==> src/rtl/fft_stage_sequencer_pkg.sv <==
// Shared types and widths for the radix-2 DIT FFT stage sequencer.
// Build option: FFT_STALL_COUNT_EN adds a stall cycle counter to the top.
package fft_pkg;

    localparam int ADDR_W = 11;
    localparam int WORD_W = 64;

    typedef enum logic [3:0] {
        IDLE,
        RD,
        RD_REL,
        BF_ISSUE,
        BF_WAIT,
        WR,
        WR_REL,
        ADV,
        DONE
    } fft_state_e;

endpackage

==> src/rtl/fft_stage_sequencer_if.sv <==
// RAM controller and butterfly unit signals seen by the FFT sequencer.
// master = sequencer side, slave = controller/butterfly side.
interface fft_stage_sequencer_if;
    import fft_pkg::*;

    logic              read_enable;
    logic              write_enable;
    logic [ADDR_W-1:0] a_address;
    logic [ADDR_W-1:0] b_address;
    logic [ADDR_W-1:0] twiddle_address;
    logic [WORD_W-1:0] a_write;
    logic [WORD_W-1:0] b_write;
    logic [WORD_W-1:0] a_read;
    logic [WORD_W-1:0] b_read;
    logic [WORD_W-1:0] twiddle_read;
    logic              ready;

    logic              bf_valid;
    logic [WORD_W-1:0] bf_a;
    logic [WORD_W-1:0] bf_b;
    logic [WORD_W-1:0] bf_w;
    logic              bf_ready;
    logic              bf_done;
    logic [WORD_W-1:0] bf_x;
    logic [WORD_W-1:0] bf_y;

    modport master (
        output read_enable, write_enable,
        output a_address, b_address, twiddle_address,
        output a_write, b_write,
        input  a_read, b_read, twiddle_read, ready,
        output bf_valid, bf_a, bf_b, bf_w,
        input  bf_ready, bf_done, bf_x, bf_y
    );

    modport slave (
        input  read_enable, write_enable,
        input  a_address, b_address, twiddle_address,
        input  a_write, b_write,
        output a_read, b_read, twiddle_read, ready,
        input  bf_valid, bf_a, bf_b, bf_w,
        output bf_ready, bf_done, bf_x, bf_y
    );

endinterface

==> src/rtl/fft_stage_sequencer_addr_gen.sv <==
// Combinational in-place DIT address map: (stage s, butterfly k)
// to a/b data addresses and twiddle address, all modulo 2048.
module fft_addr_gen
    import fft_pkg::*;
#(
    parameter int unsigned       LOG2N     = 10,
    parameter logic [ADDR_W-1:0] DATA_BASE = 11'd0,
    parameter logic [ADDR_W-1:0] TW_BASE   = 11'd1024
) (
    input  logic [3:0]        s,
    input  logic [9:0]        k,
    output logic [ADDR_W-1:0] a_address,
    output logic [ADDR_W-1:0] b_address,
    output logic [ADDR_W-1:0] twiddle_address
);

    logic [ADDR_W-1:0] k_w;
    logic [ADDR_W-1:0] half;
    logic [ADDR_W-1:0] pos;
    logic [ADDR_W-1:0] grp;
    logic [3:0]        tw_sh;

    // split k into group/position and place the butterfly pair
    always_comb begin
        k_w             = {1'b0, k};
        half            = 11'd1 << s;
        pos             = k_w & (half - 11'd1);
        grp             = k_w >> s;
        a_address       = DATA_BASE + (grp << (s + 4'd1)) + pos;
        b_address       = a_address + half;
        tw_sh           = 4'(LOG2N - 1) - s;
        twiddle_address = TW_BASE + (pos << tw_sh);
    end

endmodule

==> src/rtl/fft_stage_sequencer.sv <==
// In-place radix-2 DIT FFT sequencer: read, butterfly, write back.
// Build option: FFT_STALL_COUNT_EN adds output stall_cycles.
module fft_stage_sequencer
    import fft_pkg::*;
#(
    parameter int unsigned       LOG2N     = 10,
    parameter logic [ADDR_W-1:0] DATA_BASE = 11'd0,
    parameter logic [ADDR_W-1:0] TW_BASE   = 11'd1024
) (
    input  logic        clk,
    input  logic        reset,
    input  logic        start,
    output logic        busy,
    output logic        done,
`ifdef FFT_STALL_COUNT_EN
    output logic [31:0] stall_cycles,
`endif
    fft_stage_sequencer_if.master bus
);

    localparam logic [3:0] ST_IDLE     = IDLE;
    localparam logic [3:0] ST_RD       = RD;
    localparam logic [3:0] ST_RD_REL   = RD_REL;
    localparam logic [3:0] ST_BF_ISSUE = BF_ISSUE;
    localparam logic [3:0] ST_BF_WAIT  = BF_WAIT;
    localparam logic [3:0] ST_WR       = WR;
    localparam logic [3:0] ST_WR_REL   = WR_REL;
    localparam logic [3:0] ST_ADV      = ADV;
    localparam logic [3:0] ST_DONE     = DONE;

    localparam logic [9:0] K_LAST = 10'((1 << (LOG2N - 1)) - 1);
    localparam logic [3:0] S_LAST = 4'(LOG2N - 1);

    logic [3:0]        state;
    logic [3:0]        s;
    logic [9:0]        k;
    logic [WORD_W-1:0] op_a;
    logic [WORD_W-1:0] op_b;
    logic [WORD_W-1:0] op_w;
    logic [WORD_W-1:0] res_x;
    logic [WORD_W-1:0] res_y;
    logic [ADDR_W-1:0] a_gen;
    logic [ADDR_W-1:0] b_gen;
    logic [ADDR_W-1:0] tw_gen;

    fft_addr_gen #(
        .LOG2N     (LOG2N),
        .DATA_BASE (DATA_BASE),
        .TW_BASE   (TW_BASE)
    ) u_addr_gen (
        .s               (s),
        .k               (k),
        .a_address       (a_gen),
        .b_address       (b_gen),
        .twiddle_address (tw_gen)
    );

    assign busy = (state != ST_IDLE) && (state != ST_DONE);
    assign done = (state == ST_DONE);

    // addresses read as zero while idle, otherwise track (s, k)
    assign bus.a_address       = busy ? a_gen  : '0;
    assign bus.b_address       = busy ? b_gen  : '0;
    assign bus.twiddle_address = busy ? tw_gen : '0;

    assign bus.read_enable  = (state == ST_RD);
    assign bus.write_enable = (state == ST_WR);
    assign bus.a_write      = res_x;
    assign bus.b_write      = res_y;
    assign bus.bf_valid     = (state == ST_BF_ISSUE);
    assign bus.bf_a         = op_a;
    assign bus.bf_b         = op_b;
    assign bus.bf_w         = op_w;

    // stage/butterfly walk and handshake sequencing
    always_ff @(posedge clk or posedge reset) begin
        if (reset) begin
            state <= ST_IDLE;
            s     <= '0;
            k     <= '0;
            op_a  <= '0;
            op_b  <= '0;
            op_w  <= '0;
            res_x <= '0;
            res_y <= '0;
        end else begin
            case (state)
                ST_IDLE: begin
                    if (start) begin
                        s     <= '0;
                        k     <= '0;
                        state <= ST_RD;
                    end
                end
                ST_RD: begin
                    if (bus.ready) begin
                        op_a  <= bus.a_read;
                        op_b  <= bus.b_read;
                        op_w  <= bus.twiddle_read;
                        state <= ST_RD_REL;
                    end
                end
                ST_RD_REL: state <= ST_BF_ISSUE;
                ST_BF_ISSUE: begin
                    if (bus.bf_ready && bus.bf_done) begin
                        res_x <= bus.bf_x;
                        res_y <= bus.bf_y;
                        state <= ST_WR;
                    end else if (bus.bf_ready) begin
                        state <= ST_BF_WAIT;
                    end
                end
                ST_BF_WAIT: begin
                    if (bus.bf_done) begin
                        res_x <= bus.bf_x;
                        res_y <= bus.bf_y;
                        state <= ST_WR;
                    end
                end
                ST_WR: begin
                    if (bus.ready) state <= ST_WR_REL;
                end
                ST_WR_REL: state <= ST_ADV;
                ST_ADV: begin
                    if (k != K_LAST) begin
                        k     <= k + 10'd1;
                        state <= ST_RD;
                    end else if (s != S_LAST) begin
                        s     <= s + 4'd1;
                        k     <= '0;
                        state <= ST_RD;
                    end else begin
                        state <= ST_DONE;
                    end
                end
                ST_DONE: state <= ST_IDLE;
                default: state <= ST_IDLE;
            endcase
        end
    end

`ifdef FFT_STALL_COUNT_EN
    // saturating count of controller wait cycles in RD/WR
    always_ff @(posedge clk or posedge reset) begin
        if (reset) begin
            stall_cycles <= '0;
        end else if (state == ST_IDLE && start) begin
            stall_cycles <= '0;
        end else if ((state == ST_RD || state == ST_WR) &&
                     !bus.ready && stall_cycles != '1) begin
            stall_cycles <= stall_cycles + 32'd1;
        end
    end
`endif

endmodule

==> src/flat_wrapper.sv <==
// flat-port wrapper written by rule: the top's interface ports become plain ports
module fft_stage_sequencer_flat import fft_pkg::*;
#(
    parameter int unsigned       LOG2N     = 10,
    parameter logic [ADDR_W-1:0] DATA_BASE = 11'd0,
    parameter logic [ADDR_W-1:0] TW_BASE   = 11'd1024
)
  (clk, reset, start, busy, done, bus_read_enable, bus_write_enable, bus_a_address, bus_b_address, bus_twiddle_address, bus_a_write, bus_b_write, bus_a_read, bus_b_read, bus_twiddle_read, bus_ready, bus_bf_valid, bus_bf_a, bus_bf_b, bus_bf_w, bus_bf_ready, bus_bf_done, bus_bf_x, bus_bf_y);
  fft_stage_sequencer_if bus_i ();
  input  logic clk;
  input  logic reset;
  input  logic start;
  output logic busy;
  output logic done;
  output wire logic [$bits(bus_i.read_enable)-1:0] bus_read_enable;
  output wire logic [$bits(bus_i.write_enable)-1:0] bus_write_enable;
  output wire logic [$bits(bus_i.a_address)-1:0] bus_a_address;
  output wire logic [$bits(bus_i.b_address)-1:0] bus_b_address;
  output wire logic [$bits(bus_i.twiddle_address)-1:0] bus_twiddle_address;
  output wire logic [$bits(bus_i.a_write)-1:0] bus_a_write;
  output wire logic [$bits(bus_i.b_write)-1:0] bus_b_write;
  input wire logic [$bits(bus_i.a_read)-1:0] bus_a_read;
  input wire logic [$bits(bus_i.b_read)-1:0] bus_b_read;
  input wire logic [$bits(bus_i.twiddle_read)-1:0] bus_twiddle_read;
  input wire logic [$bits(bus_i.ready)-1:0] bus_ready;
  output wire logic [$bits(bus_i.bf_valid)-1:0] bus_bf_valid;
  output wire logic [$bits(bus_i.bf_a)-1:0] bus_bf_a;
  output wire logic [$bits(bus_i.bf_b)-1:0] bus_bf_b;
  output wire logic [$bits(bus_i.bf_w)-1:0] bus_bf_w;
  input wire logic [$bits(bus_i.bf_ready)-1:0] bus_bf_ready;
  input wire logic [$bits(bus_i.bf_done)-1:0] bus_bf_done;
  input wire logic [$bits(bus_i.bf_x)-1:0] bus_bf_x;
  input wire logic [$bits(bus_i.bf_y)-1:0] bus_bf_y;
  assign bus_read_enable = bus_i.read_enable;
  assign bus_write_enable = bus_i.write_enable;
  assign bus_a_address = bus_i.a_address;
  assign bus_b_address = bus_i.b_address;
  assign bus_twiddle_address = bus_i.twiddle_address;
  assign bus_a_write = bus_i.a_write;
  assign bus_b_write = bus_i.b_write;
  assign bus_i.a_read = bus_a_read;
  assign bus_i.b_read = bus_b_read;
  assign bus_i.twiddle_read = bus_twiddle_read;
  assign bus_i.ready = bus_ready;
  assign bus_bf_valid = bus_i.bf_valid;
  assign bus_bf_a = bus_i.bf_a;
  assign bus_bf_b = bus_i.bf_b;
  assign bus_bf_w = bus_i.bf_w;
  assign bus_i.bf_ready = bus_bf_ready;
  assign bus_i.bf_done = bus_bf_done;
  assign bus_i.bf_x = bus_bf_x;
  assign bus_i.bf_y = bus_bf_y;
  fft_stage_sequencer #(.LOG2N(LOG2N), .DATA_BASE(DATA_BASE), .TW_BASE(TW_BASE)) u_core (.clk(clk), .reset(reset), .start(start), .busy(busy), .done(done), .bus(bus_i));
endmodule
==> config.mk <==
export PLATFORM = sky130hd
export DESIGN_NAME = fft_stage_sequencer_flat
export DESIGN_NICKNAME = d
export VERILOG_FILES = /design/src/rtl/fft_stage_sequencer_pkg.sv /design/src/rtl/fft_stage_sequencer_if.sv /design/src/rtl/fft_stage_sequencer_addr_gen.sv /design/src/rtl/fft_stage_sequencer.sv /design/src/flat_wrapper.sv
export SDC_FILE = /design/constraint.sdc
export NUM_CORES = 1
export LEC_CHECK = 0
export CORE_AREA = 2 2 268 270
export DETAILED_ROUTE_END_ITERATION = 8
export DIE_AREA = 0 0 270 272
export GPL_ROUTABILITY_DRIVEN = 1
export PLACE_DENSITY_LB_ADDON = 0.2
export SKIP_LAST_GASP = 1
export SYNTH_ARGS = -nofsm -noshare
export SYNTH_HDL_FRONTEND = slang
export SYNTH_SLANG_ARGS = --single-unit
==> constraint.sdc <==
create_clock -name clk -period 19 [get_ports clk]
set_clock_uncertainty 0.05 [all_clocks]
set_input_delay 5.7 -clock clk [delete_from_list [all_inputs] [get_ports clk]]
set_output_delay 5.7 -clock clk [all_outputs]
set_load 0.005 [all_outputs]
# ---- Word-level counts from Yosys, hierarchy flattened
# Cells that the tools add are included.
dict set report totals {
  regBits 338
  latch_bits 0
  ramBits 0
  romBits 0
  inputBits 326
  output_inout_bits 358
  elab_cells 77
  memories 0
}
dict set report classes {
  addsub 7
  mul 0
  div 0
  order_cmp 0
  n_eq_ne 20
  n_shift 4
  n_mux 26
  n_bitwise 1
  n_reduce_logical 11
}
# op n
set ops {}
lappend ops {{2-to-1 mux 64 bit} 4}
lappend ops {{one-hot mux 64 bit (2 select lines)} 2}
lappend ops {{2-to-1 mux 4 bit} 11}
lappend ops {{2-to-1 mux 11 bit} 3}
lappend ops {{one-hot mux 4 bit (8 select lines)} 1}
lappend ops {{2-to-1 mux 10 bit} 3}
lappend ops {{adder 11 bit} 2}
lappend ops {{left shift 11 x 4 -> 11 bit} 2}
lappend ops {{one-hot mux 10 bit (2 select lines)} 1}
lappend ops {{equality test 4 x 3 -> 1 bit (second input constant)} 4}
lappend ops {{adder 11 bit (first input constant)} 1}
lappend ops {{AND 10 x 11 -> 11 bit} 1}
lappend ops {{left shift 1 x 4 -> 11 bit (first input constant)} 1}
lappend ops {{>> shifter 10 x 4 -> 11 bit} 1}
lappend ops {{subtractor 11 x 1 -> 11 bit (second input constant)} 1}
lappend ops {{adder 10 x 1 -> 10 bit (second input constant)} 1}
lappend ops {{!= test 10 x 9 -> 1 bit (second input constant)} 1}
lappend ops {{equality test 4 x 2 -> 1 bit (second input constant)} 2}
lappend ops {{!= test 2 x 1 -> 1 bit (second input constant)} 4}
lappend ops {{!= test 4 bit (second input constant)} 2}
lappend ops {{one-hot mux 4 bit (2 select lines)} 1}
lappend ops {{!= test 2 bit (second input constant)} 3}
lappend ops {{!= test 3 x 1 -> 1 bit (second input constant)} 2}
lappend ops {{AND reduction 3 bit} 2}
lappend ops {{other kinds (11)} 13}

# ---- Longest topological paths before layout
# Gate-level depths: netlist (run 1).
dict set report logic_depth {
  ltp_word 6
  ltp_mapped 24
  ltp_nobuf 20
}

# ---- Hierarchy
# A second synthesis (run 1) with hierarchy kept.
dict set report hier_totals {
  cells_unflattened 1191
  area_unflattened_um2 16075.4
}
# module instances cells_per_inst area_each_um2 seq_area_each_um2
set by_module_without_submodules {}
lappend by_module_without_submodules {fft_stage_sequencer 1 834 13654.3 8458.1}
lappend by_module_without_submodules {fft_addr_gen 1 357 2421.1 0.0}

# ---- Least setup slack after synthesis (run 1)
# OpenSTA, ideal clock, no wires.
dict set report synth_timing {
  kind {register to output}
  start {reg u_core.s[0]}
  end {out bus_b_address[10]}
  arrival_ns 4.988
  slack_ns 8.262
  path_stages_with_launch 24
  path_buffers 4
  cell_sequence {dfrtp_1 buf_6 buf_2 inv_1 clkbuf_1 ha_1 clkbuf_1 nand2_1 ha_1 and2_1 o21ai_0 inv_1 ha_1 a21oi_1 o21bai_1 a21oi_1 o21bai_1 a21oi_1 o21ai_0 xor2_1 ha_1 a21o_1 or3_1 mux2i_1}
}
dict set report synth_between {
  elab_chain_len 6
}
# element line_no
set synth_rtl {}
lappend synth_rtl {{from (decl)} fft_stage_sequencer.sv:35} ;# logic [3:0] s;
lappend synth_rtl {{from (signal assigned)} fft_stage_sequencer.sv:129} ;# s <= s + 4'd1;
lappend synth_rtl {{left shift 1 x 4 -> 11 bit} fft_stage_sequencer_addr_gen.sv:26} ;# half = 11'd1 << s;
lappend synth_rtl {{subtractor 11 x 1 -> 11 bit} fft_stage_sequencer_addr_gen.sv:27} ;# pos = k_w & (half - 11'd1);
lappend synth_rtl {{AND 10 x 11 -> 11 bit} fft_stage_sequencer_addr_gen.sv:27}
lappend synth_rtl {{adder 11 bit} fft_stage_sequencer_addr_gen.sv:29} ;# a_address = DATA_BASE + (grp << (s + 4'd1)) + pos;
lappend synth_rtl {{adder 11 bit (*)} fft_stage_sequencer_addr_gen.sv:30} ;# b_address = a_address + half;
lappend synth_rtl {{2-to-1 mux 11 bit (*)} fft_stage_sequencer.sv:63} ;# assign bus.b_address = busy ? b_gen : '0;
lappend synth_rtl {{to (decl)} flat_wrapper.sv:18} ;# output wire logic [$bits(bus_i.b_address)-1:0] bus_b_address;
# Mark *: on every way between the ends. The rest lies on a longest branch, timed or not.

# ---- Worst setup path in the final report (run 1)
# Same ends and word-level chain as after synthesis.

==> results of run 1 <==
[layout make-up]
cell class	count	area (µm²)	area share [%]
sequential	338	8460	34.4
timing repair buffer	692	6930	28.2
multi-input combinational	742	6510	26.5
clock buffer	60	1240	5.03
tap	950	1190	4.83
clock inverter	10	128	0.519
inverter	30	120	0.488
antenna	14	35.0	0.142
[registers in the layout, indices dropped and copies added (netlist names)]
name                cells
u_core.bus.a_write     64
u_core.bus.b_write     64
u_core.bus.bf_a        64
u_core.bus.bf_b        64
u_core.bus.bf_w        64
u_core.k               10
u_core.s                4
u_core.state            4
[worst max-delay path, delay by kind of cell (launching register included)]
family | cells | cell delay, ns
xor+xnor | 1 | 0.18
buf+inv | 4 | 1.47
flops | 1 | 0.36
fa+ha+maj | 4 | 1.49
mux | 1 | 0.15
simple gates | 3 | 0.69
compound gates | 8 | 1.80
[metal layers]
layer	vias up	wire (µm)	part of all wire (%)	track usage, %
met4	8	1800	2.8	7.09
met2	389	33200	52	29.4
met1	6102	22900	36	18.0
met5	-	46	0.073	0
met3	83	5520	8.7	6.77
li1	5538	-	-	-
[synthesized netlist by cell type, types with 4 or more instances]
cell      number  area share [%]
inv_1         29            0.71
nor3_1        11            0.36
nand2_1       50             1.2
o211ai_1       9            0.44
o21ai_0       29            0.95
a21oi_1       32             1.0
mux2i_1       16             1.0
mux4_2         5            0.73
nor3b_1        5            0.24
a32oi_1        4            0.23
o21bai_1       4            0.20
clkbuf_1      53             1.3
nor2b_1       10            0.41
mux2_2       324              24
xor2_1        13            0.74
xnor2_1       16            0.91
o22ai_1        6            0.24
nor2_1        62             1.5
nand2b_1       4            0.16
o21a_1         4            0.20
nor4_1         5            0.20
dfrtp_1      338              55
or2_2          4            0.16
nand4_1        4            0.16
and2_1        17            0.69
or3_1          8            0.33
nand3b_1       5            0.24
a31oi_1        5            0.20
buf_2         14            0.46
ha_1          28             2.3
nand3_1       13            0.42
a21o_1         7            0.34
[power by group through the flow]
stage	registers [mW]	clock network (mW)	logic, mW
global route	1.32	0.860	1.73
detailed placement	1.28	0	1.64
global placement	1.27	0	1.65
CTS	1.28	0.825	1.65
finish	1.28	0.798	1.62
floorplan	1.29	0	0.557
[cells by family after synthesis]
family | Yosys count | share of synthesized area (%)
AOI/OAI and AO/OA | 131 | 5.71
xor gates and xnor gates | 29 | 1.65
adders and majority gates | 30 | 2.54
buffers and inverters | 101 | 2.63
DFF | 338 | 55.1
muxes | 347 | 25.9
and+or+nand+nor | 205 | 6.48
[worst max-delay path by stage]
| stage | to | cells after the start | slack, ns |
|---|---|---|---|
| 6_report | bus_b_address[10] | 21 | 6.56 |
| 5_1_grt | bus_b_address[10] | 21 | 6.08 |
| 4_1_cts | bus_b_address[10] | 21 | 6.55 |
| 3_5_place_dp | bus_b_address[10] | 21 | 7.19 |
| 3_3_place_gp | bus_b_address[10] | 22 | 7.20 |
| 2_1_floorplan | u_core.bus.a_write[0] | 1 | 3.88 |
==> impl_metrics.py, run 1 <==
metrics = {
    "sta": {
        "timing.hold.ws_ns": 0.450,
        "finalSetupViolations": 0,
        "fin_crit_sh_pct": 65.5,
        "final.min_clock_period_ns": 12.44,
        "final_max_slew_viol_count": 0,
        "worst-slew-pin-transition_ns": 1.17,
        "max-slew-margin-rel_pct": 22.0,
        "fin_ws_ns": 6.56,
        "hold_viol": 0,
        "fmax_mhz": 80.4,
        "tns_ns": 0,
        "rsz0062_at_grt": "no",
    },
    "floorplan": {
        "io_pins": 684,
        "fp.dieH_um": 272,
        "die_x_um": 270,
        "rows": 98,
        "die_area_um2": 73400,
        "design.core.area_um2": 70800,
        "start_util_pct": 21.7,
    },
    "placement": {
        "post_dp_cell_area_um2": 23200,
        "placedCellCount": 2752,
        "numPortBuffers": 683,
        "dpl_worst_slack_ns": 7.19,
        "dpl.hpwl_mm": 49.5,
        "gp_congestion": 0.809,
    },
    "global_routing": {
        "grt_pass1_wl_mm": 91.6,
        "grt_overflow": 0,
        "antenna_found_initial": 19,
        "grt_util_all_layers_pct": 16.8,
        "grt_pass1_vias": 13300,
        "grt_max_degree": 171,
    },
    "min_path": {
        "worstHoldStart": "u_core.bus.bf_w[47]",
        "hold_end": "u_core.bus.bf_w[47]",
        "hp-class": "flop to flop",
        "holdPathStages": 1,
    },
    "route": {
        "drt_iter0_markers": 649,
        "remaining_drc_errors": 0,
        "wl_mm": 63.4,
        "drtPass1Iterations": 7,
        "avgRoutedWirePerCell_um": 22.4,
        "route.vias.total": 12100,
        "ant_nets": 0,
        "viasPerCell": 4.27,
    },
    "critical_path": {
        "critPathSlowestCell": "inv_1",
        "cp_common_cell": "a21oi_1",
        "reg2reg_slack_ns": 16.12,
        "r2r-start": "u_core.state[0]",
        "worst_setup_path_start_kind": "flop",
        "cp-end-kind": "output pin",
        "crit_start": "u_core.s[0]",
        "r2r_end": "u_core.bus.b_write[47]",
        "crit_required_ns": 13.25,
        "cp_max_fo": 39,
        "rr_worst_depth": 6,
        "path_class": "flop to output pin",
        "arrival_ns": 6.69,
        "cpPeakStageDelay_ns": 0.58,
        "path_cells": "buf_4, inv_1, ha_1, nand2_1, ha_1, and2_1, o21ai_0, inv_1, ha_1, a21oi_1, o21bai_1, a21oi_1, o21bai_1, a21oi_1, xnor2_1, ha_1, a21oi_1, a21oi_1, or3_1, mux2i_1, clkdlybuf4s50_1",
    },
    "clocking": {
        "cts_sinks": 338,
        "cts_resized": 0,
        "cts-htree-levels": 2,
        "post_cts_buffers": 0,
        "holdBufCountCts": 0,
        "root_buffer": "clkbuf_16",
        "clock_path_buffers": 3,
        "clkLatencyLatePin_ns": 0.56,
        "cts_buffers": 42,
        "cts_tree": "built",
        "path_clk_slew_ns": 0.06,
    },
    "power_and_ir_drop": {
        "pwr-share-seq_pct": 34.5,
        "combPwrFrac_pct": 43.9,
        "leakage_nw": 10.1,
        "power.switching_mw": 1.12,
        "power_mw": 3.69,
        "power_frac_clock_pct": 21.6,
        "p_int_mw": 2.58,
        "ir_drop_uv": 101,
        "p_sw_share_pct": 30.3,
        "power_per_cell_area_nw_per_um2": 150,
    },
    "cells_and_area": {
        "area_growth_pct": 60.3,
        "nFillCells": 7099,
        "drive_gt1_share_pct": 22.2,
        "nets": 2202,
        "mostFrequentLayoutCell": "clkdlybuf4s50_1",
        "instances_no_fill": 2836,
        "final_area_um2": 24600,
        "mostFrequentLayoutCells": "683 x clkdlybuf4s50_1, 338 x dfrtp_1, 324 x mux2_2",
        "final_util_pct": 34.8,
    },
    "synth": {
        "synth-edff-count": 0,
        "synth_nets": 1537,
        "ys.warnings.count": 0,
        "synth_area_um2": 15400,
        "synth_flop_cell": "dfrtp_1",
        "synth-seq-cells": 338,
        "async_flop_share_pct": 100,
        "ys_seq_area_share_pct": 55.1,
        "synth_cell_type_count": 62,
        "syn-instance-count": 1181,
        "syn_area_per_cell_um2": 13.0,
    },
    "status": {
        "status": "finished, final reports clean",
    },
    "flow_run": {
        "drv_cap": 0,
    },
}
Power figures use the tool's default switching activity.
==> run 2: changes to the inputs <==
Clock period 19 ns to 12.3 ns, I/O delays scaled along.
==> run 2 against run 1 <==
Net effect: via count about the same; clock power rose by 44%; worst hold slack about the same; first-iteration DRC count increased by 8.6%; die area is the same; non-clock buffer count rose by 1; sequential power up 56%; final cell count fell by 0.21%; flip-flop and latch count stayed put.
==> impl_metrics.py, run 2 (synthesized netlist as in run 1, its figures left out) <==
metrics = {
    "status": {
        "status": "finished, final reports clean",
    },
    "critical_path": {
        "worst_setup_path_start_kind": "flop",
        "path_class": "flop to output pin",
        "arrival_ns": 6.59,
        "reg2reg_slack_ns": 9.03,
        "cp_max_fo": 39,
        "cp-end-kind": "output pin",
        "crit_required_ns": 8.56,
        "rr_worst_depth": 7,
        "r2r-start": "u_core.state[1]",
        "r2r_end": "u_core.bus.b_write[49]",
    },
    "cells_and_area": {
        "nets": 2203,
        "area_growth_pct": 59.4,
        "final_area_um2": 24500,
        "mostFrequentLayoutCell": "clkdlybuf4s50_1",
        "drive_gt1_share_pct": 21.8,
        "instances_no_fill": 2830,
        "final_util_pct": 34.6,
        "mostFrequentLayoutCells": "683 x clkdlybuf4s50_1, 338 x dfrtp_1, 324 x mux2_2",
    },
    "sta": {
        "fmax_mhz": 96.8,
        "final_max_slew_viol_count": 0,
        "hold_viol": 0,
        "fin_crit_sh_pct": 84.0,
        "timing.hold.ws_ns": 0.450,
        "tns_ns": 0,
        "worst-slew-pin-transition_ns": 1.22,
        "max-slew-margin-rel_pct": 18.4,
        "rsz0062_at_grt": "no",
        "final.min_clock_period_ns": 10.33,
        "fin_ws_ns": 1.97,
        "finalSetupViolations": 0,
    },
    "floorplan": {
        "design.core.area_um2": 70800,
        "die_x_um": 270,
        "fp.dieH_um": 272,
        "rows": 98,
        "start_util_pct": 21.7,
        "io_pins": 684,
        "die_area_um2": 73400,
    },
    "power_and_ir_drop": {
        "power_mw": 5.69,
        "ir_drop_uv": 145,
        "leakage_nw": 10.1,
        "power_per_cell_area_nw_per_um2": 232,
    },
    "global_routing": {
        "grt_pass1_vias": 13100,
        "grt_overflow": 0,
        "grt_max_degree": 159,
        "antenna_found_initial": 12,
        "grt_pass1_wl_mm": 93.5,
        "grt_util_all_layers_pct": 17.4,
    },
    "min_path": {
        "hold_end": "u_core.bus.bf_b[43]",
        "hp-class": "flop to flop",
        "worstHoldStart": "u_core.bus.bf_b[43]",
        "holdPathStages": 1,
    },
    "clocking": {
        "root_buffer": "clkbuf_16",
        "cts_sinks": 338,
        "cts_buffers": 42,
        "post_cts_buffers": 0,
        "holdBufCountCts": 0,
        "clock_path_buffers": 3,
        "cts_resized": 0,
        "cts_tree": "built",
        "cts-htree-levels": 2,
        "clkLatencyLatePin_ns": 0.55,
        "path_clk_slew_ns": 0.06,
    },
    "route": {
        "route.vias.total": 12100,
        "drt_iter0_markers": 705,
        "ant_nets": 0,
        "viasPerCell": 4.29,
        "avgRoutedWirePerCell_um": 23.2,
        "remaining_drc_errors": 0,
        "met2WireLength_mm": 32.5,
        "drtPass1Iterations": 5,
        "routed-wl-met3_mm": 5.90,
        "dr.max_layer_used": "met5",
        "wl_mm": 65.8,
        "met1Wirelength_mm": 25.0,
    },
    "placement": {
        "numPortBuffers": 683,
        "post_dp_cell_area_um2": 23200,
        "gp_congestion": 0.873,
        "placedCellCount": 2753,
        "dpl_worst_slack_ns": 2.61,
        "dpl.hpwl_mm": 51.8,
    },
    "flow_run": {
        "drv_cap": 0,
    },
}
run 2: cell types whose count changed in the layout (fill, tap and decap cells not counted), sizes merged:
cell,before,now
inv,31,29
clkinvlp,2,4
buf,9,10
bufinv,1,0
diode,14,11
clkbuf,60,57
run 2: worst max-delay path, cell delays in order (launching register included):
cell and delay (ns):
dfrtp_1 0.36, buf_4 0.26, inv_1 0.52, ha_1 0.53, nand2_1 0.18, ha_1 0.30, and2_1 0.18, o21ai_0 0.44
inv_1 0.10, ha_1 0.35, a21oi_1 0.30, o21bai_1 0.11, a21oi_1 0.25, o21bai_1 0.09, a21oi_1 0.21, xnor2_1 0.17
ha_1 0.31, a21oi_1 0.26, a21oi_1 0.12, or3_1 0.35, mux2i_1 0.14, clkdlybuf4s50_1 0.51
run 2: worst max path at each step:
stage | startpoint | to | slack (ns)
2_1_floorplan | u_core.s[0] | bus_b_address[10] | 3.57
3_3_place_gp | u_core.s[0] | bus_b_address[10] | 2.59
3_5_place_dp | u_core.s[0] | bus_b_address[10] | 2.61
4_1_cts | u_core.s[0] | bus_b_address[10] | 1.97
5_1_grt | u_core.s[0] | bus_b_address[9] | 1.35
6_report | u_core.s[0] | bus_b_address[10] | 1.97
run 2: per-layer routing:
layer / GRT usage (%) / vias up
met4: 6.83 / 4
met1: 20.0 / 6083
met2: 29.4 / 425
li1: - / 5524
met5: 0 / -
met3: 6.44 / 96
run 2: power breakdown:
part	internal, mW	switching [mW]	leakage, nW
clock network	0.657	0.498	0.595
logic	1.59	0.947	5.41
registers	1.67	0.330	4.05
run 2: cell type report:
| type | count | area (µm²) |
|---|---|---|
| fillers | 7004 | 46300 |
| diodes | 11 | 27.5 |
| multi-input cells | 742 | 6510 |
| clock buffers | 57 | 1160 |
| well taps | 950 | 1190 |
| flip-flops and latches | 338 | 8460 |
| inverters | 30 | 116 |
| clock inverters | 9 | 78.8 |
| repair buffers | 693 | 6920 |
==> run 3: changes to the inputs <==
Settings changed: CORE_AREA 2 2 268 270 to 2 2 266 268, DIE_AREA 0 0 270 272 to 0 0 268 270.
Clock period 12.3 ns to 9.2 ns, I/O delays scaled along.
==> run 3 against run 2 <==
Net effect: final cell count rose by 0.35%; cell area grew 1.2%; sequential power grew 33%; routed wire length decreased by 4.7%; register-to-register slack lost 3.0 ns; critical endpoint unchanged; utilization up 1.0 points; clock power is 48% higher; largest power group unchanged; non-clock buffer count rose by 14; critical path type unchanged; die area is 1.5% lower; via count down 0.30%; critical path depth decreased by 1.
==> impl_metrics.py, run 3 (synthesized netlist as in run 1, its figures left out) <==
metrics = {
    "sta": {
        "max-slew-margin-rel_pct": 21.4,
        "final.min_clock_period_ns": 8.78,
        "tns_ns": 0,
        "final_max_slew_viol_count": 0,
        "finalSetupViolations": 0,
        "worst-slew-pin-transition_ns": 1.18,
        "fmax_mhz": 114,
        "fin_crit_sh_pct": 95.4,
        "rsz0062_at_grt": "no",
        "hold_viol": 0,
    },
    "status": {
        "status": "finished, final reports clean",
    },
    "route": {
        "ant_nets": 0,
        "remaining_drc_errors": 0,
        "route.vias.total": 12100,
        "wl_mm": 62.7,
        "avgRoutedWirePerCell_um": 22.1,
        "drtPass1Iterations": 7,
        "viasPerCell": 4.26,
        "drt_iter0_markers": 539,
    },
    "cells_and_area": {
        "instances_no_fill": 2840,
        "final_area_um2": 24800,
        "drive_gt1_share_pct": 22.9,
        "nets": 2219,
        "mostFrequentLayoutCells": "683 x clkdlybuf4s50_1, 336 x dfrtp_1, 324 x mux2_2",
        "mostFrequentLayoutCell": "clkdlybuf4s50_1",
        "area_growth_pct": 61.3,
    },
    "placement": {
        "placedCellCount": 2757,
        "numPortBuffers": 683,
        "dpl.hpwl_mm": 49.3,
        "post_dp_cell_area_um2": 23300,
        "gp_congestion": 0.849,
    },
    "clocking": {
        "cts-htree-levels": 2,
        "clock_path_buffers": 3,
        "clkLatencyLatePin_ns": 0.55,
        "cts_tree": "built",
        "cts_sinks": 338,
        "path_clk_slew_ns": 0.05,
        "cts_buffers": 44,
        "root_buffer": "clkbuf_16",
        "holdBufCountCts": 0,
    },
    "min_path": {
        "hp-class": "flop to flop",
    },
    "global_routing": {
        "grt_util_all_layers_pct": 17.0,
        "grt_overflow": 0,
        "grt_pass1_vias": 13200,
        "grt_max_degree": 185,
        "antenna_found_initial": 4,
        "grt_pass1_wl_mm": 90.9,
    },
    "critical_path": {
        "worst_setup_path_start_kind": "flop",
        "path_buf_inv": 2,
        "path_class": "flop to output pin",
        "critical-path-top-delay-family": "compound AO/OA/AOI/OAI gates",
        "critPathSlowestCell": "clkdlybuf4s50_1",
        "path_cells": "buf_4, mux4_2, and2_4, or3_1, o21ai_1, nor4_2, ha_1, a21o_1, a21oi_1, o21bai_1, a21oi_1, o21bai_1, a21oi_1, o21ai_0, xor2_1, ha_1, a21o_1, or3_1, mux2i_1, clkdlybuf4s50_1",
        "cp-end-kind": "output pin",
        "crit_required_ns": 6.39,
        "cp_common_cell": "a21oi_1",
        "arrival_ns": 5.97,
        "cpPeakStageDelay_ns": 0.52,
        "cp_max_fo": 11,
    },
    "floorplan": {
        "design.core.area_um2": 69500,
        "die_area_um2": 72400,
        "start_util_pct": 22.1,
        "die_x_um": 268,
        "io_pins": 684,
        "fp.dieH_um": 270,
        "rows": 97,
    },
    "power_and_ir_drop": {
        "combPwrFrac_pct": 43.4,
        "ir_drop_uv": 160,
        "power_per_cell_area_nw_per_um2": 311,
        "p_sw_share_pct": 30.1,
        "power.switching_mw": 2.32,
        "pwr-share-seq_pct": 34.5,
        "p_int_mw": 5.39,
        "leakage_nw": 10.2,
        "power_frac_clock_pct": 22.1,
    },
    "flow_run": {
        "drv_cap": 0,
    },
}
run 3: cell types whose count changed in the layout (fill, tap and decap cells not counted), sizes merged:
cell / previous run / this run
buf: 10 / 24
bufinv: 0 / 2
diode: 11 / 3
inv: 29 / 27
clkbuf: 57 / 71
run 3: final timing paths:
path,start,end,slack [ns],cells after the start
worst min-delay path,u_core.bus.bf_b[22],u_core.bus.bf_b[22],0.45,1
worst max register to register,u_core.state[0],u_core.bus.a_write[59],6.03,6
max in group asynchronous,reset,u_core.bus.bf_w[26],5.24,3
worst max-delay path,u_core.s[0],bus_b_address[10],0.42,20
worst min register to register,u_core.bus.bf_b[22],u_core.bus.bf_b[22],0.45,1
min in group asynchronous,reset,u_core.bus.bf_b[58],2.54,2
run 3: cell type report:
cell class,count,area [µm²]
fillers,6861,44800
flip-flops and latches,338,8460
repair buffers,707,7040
multi-input cells,742,6530
clock buffers,71,1320
well taps,940,1180
inverters,30,120
clock inverters,9,111
diodes,3,7.51
run 3: power groups by stage:
stage | clock network [mW] | registers, mW | logic, mW
6_report | 1.70 | 2.66 | 3.34
2_1_floorplan | 0 | 2.65 | 1.15
3_5_place_dp | 0 | 2.66 | 3.39
5_1_grt | 1.82 | 2.76 | 3.56
3_3_place_gp | 0 | 2.64 | 3.40
4_1_cts | 1.76 | 2.66 | 3.41
run 3: what timing repair did:
action                     in CTS  in global routing
gates resized for setup         0                  9
setup buffers                   0                  0
setup endpoints to repair       0                  4
hold endpoints to repair        0                  0
run 3: metal layers:
| metal | routed length (µm) | up-vias | GRT usage (%) |
|---|---|---|---|
| li1 | - | 5563 | - |
| met1 | 24100 | 6098 | 19.6 |
| met2 | 32600 | 372 | 30.3 |
| met3 | 4830 | 61 | 5.61 |
| met4 | 1110 | 2 | 3.90 |
| met5 | 13 | - | 0 |
run 3: through the flow:
step	hold slack, ns	power (mW)	worst slack [ns]	utilization [%]
final	0.450	7.71	0.424	35.6
after global routing	0.464	8.13	0.0388	35.6
after CTS	0.455	7.83	0.0389	35.6
after detailed placement	0.442	6.05	0.659	33.5
after global placement	0.437	6.03	0.750	33.5
after floorplan	0.454	3.80	1.40	-
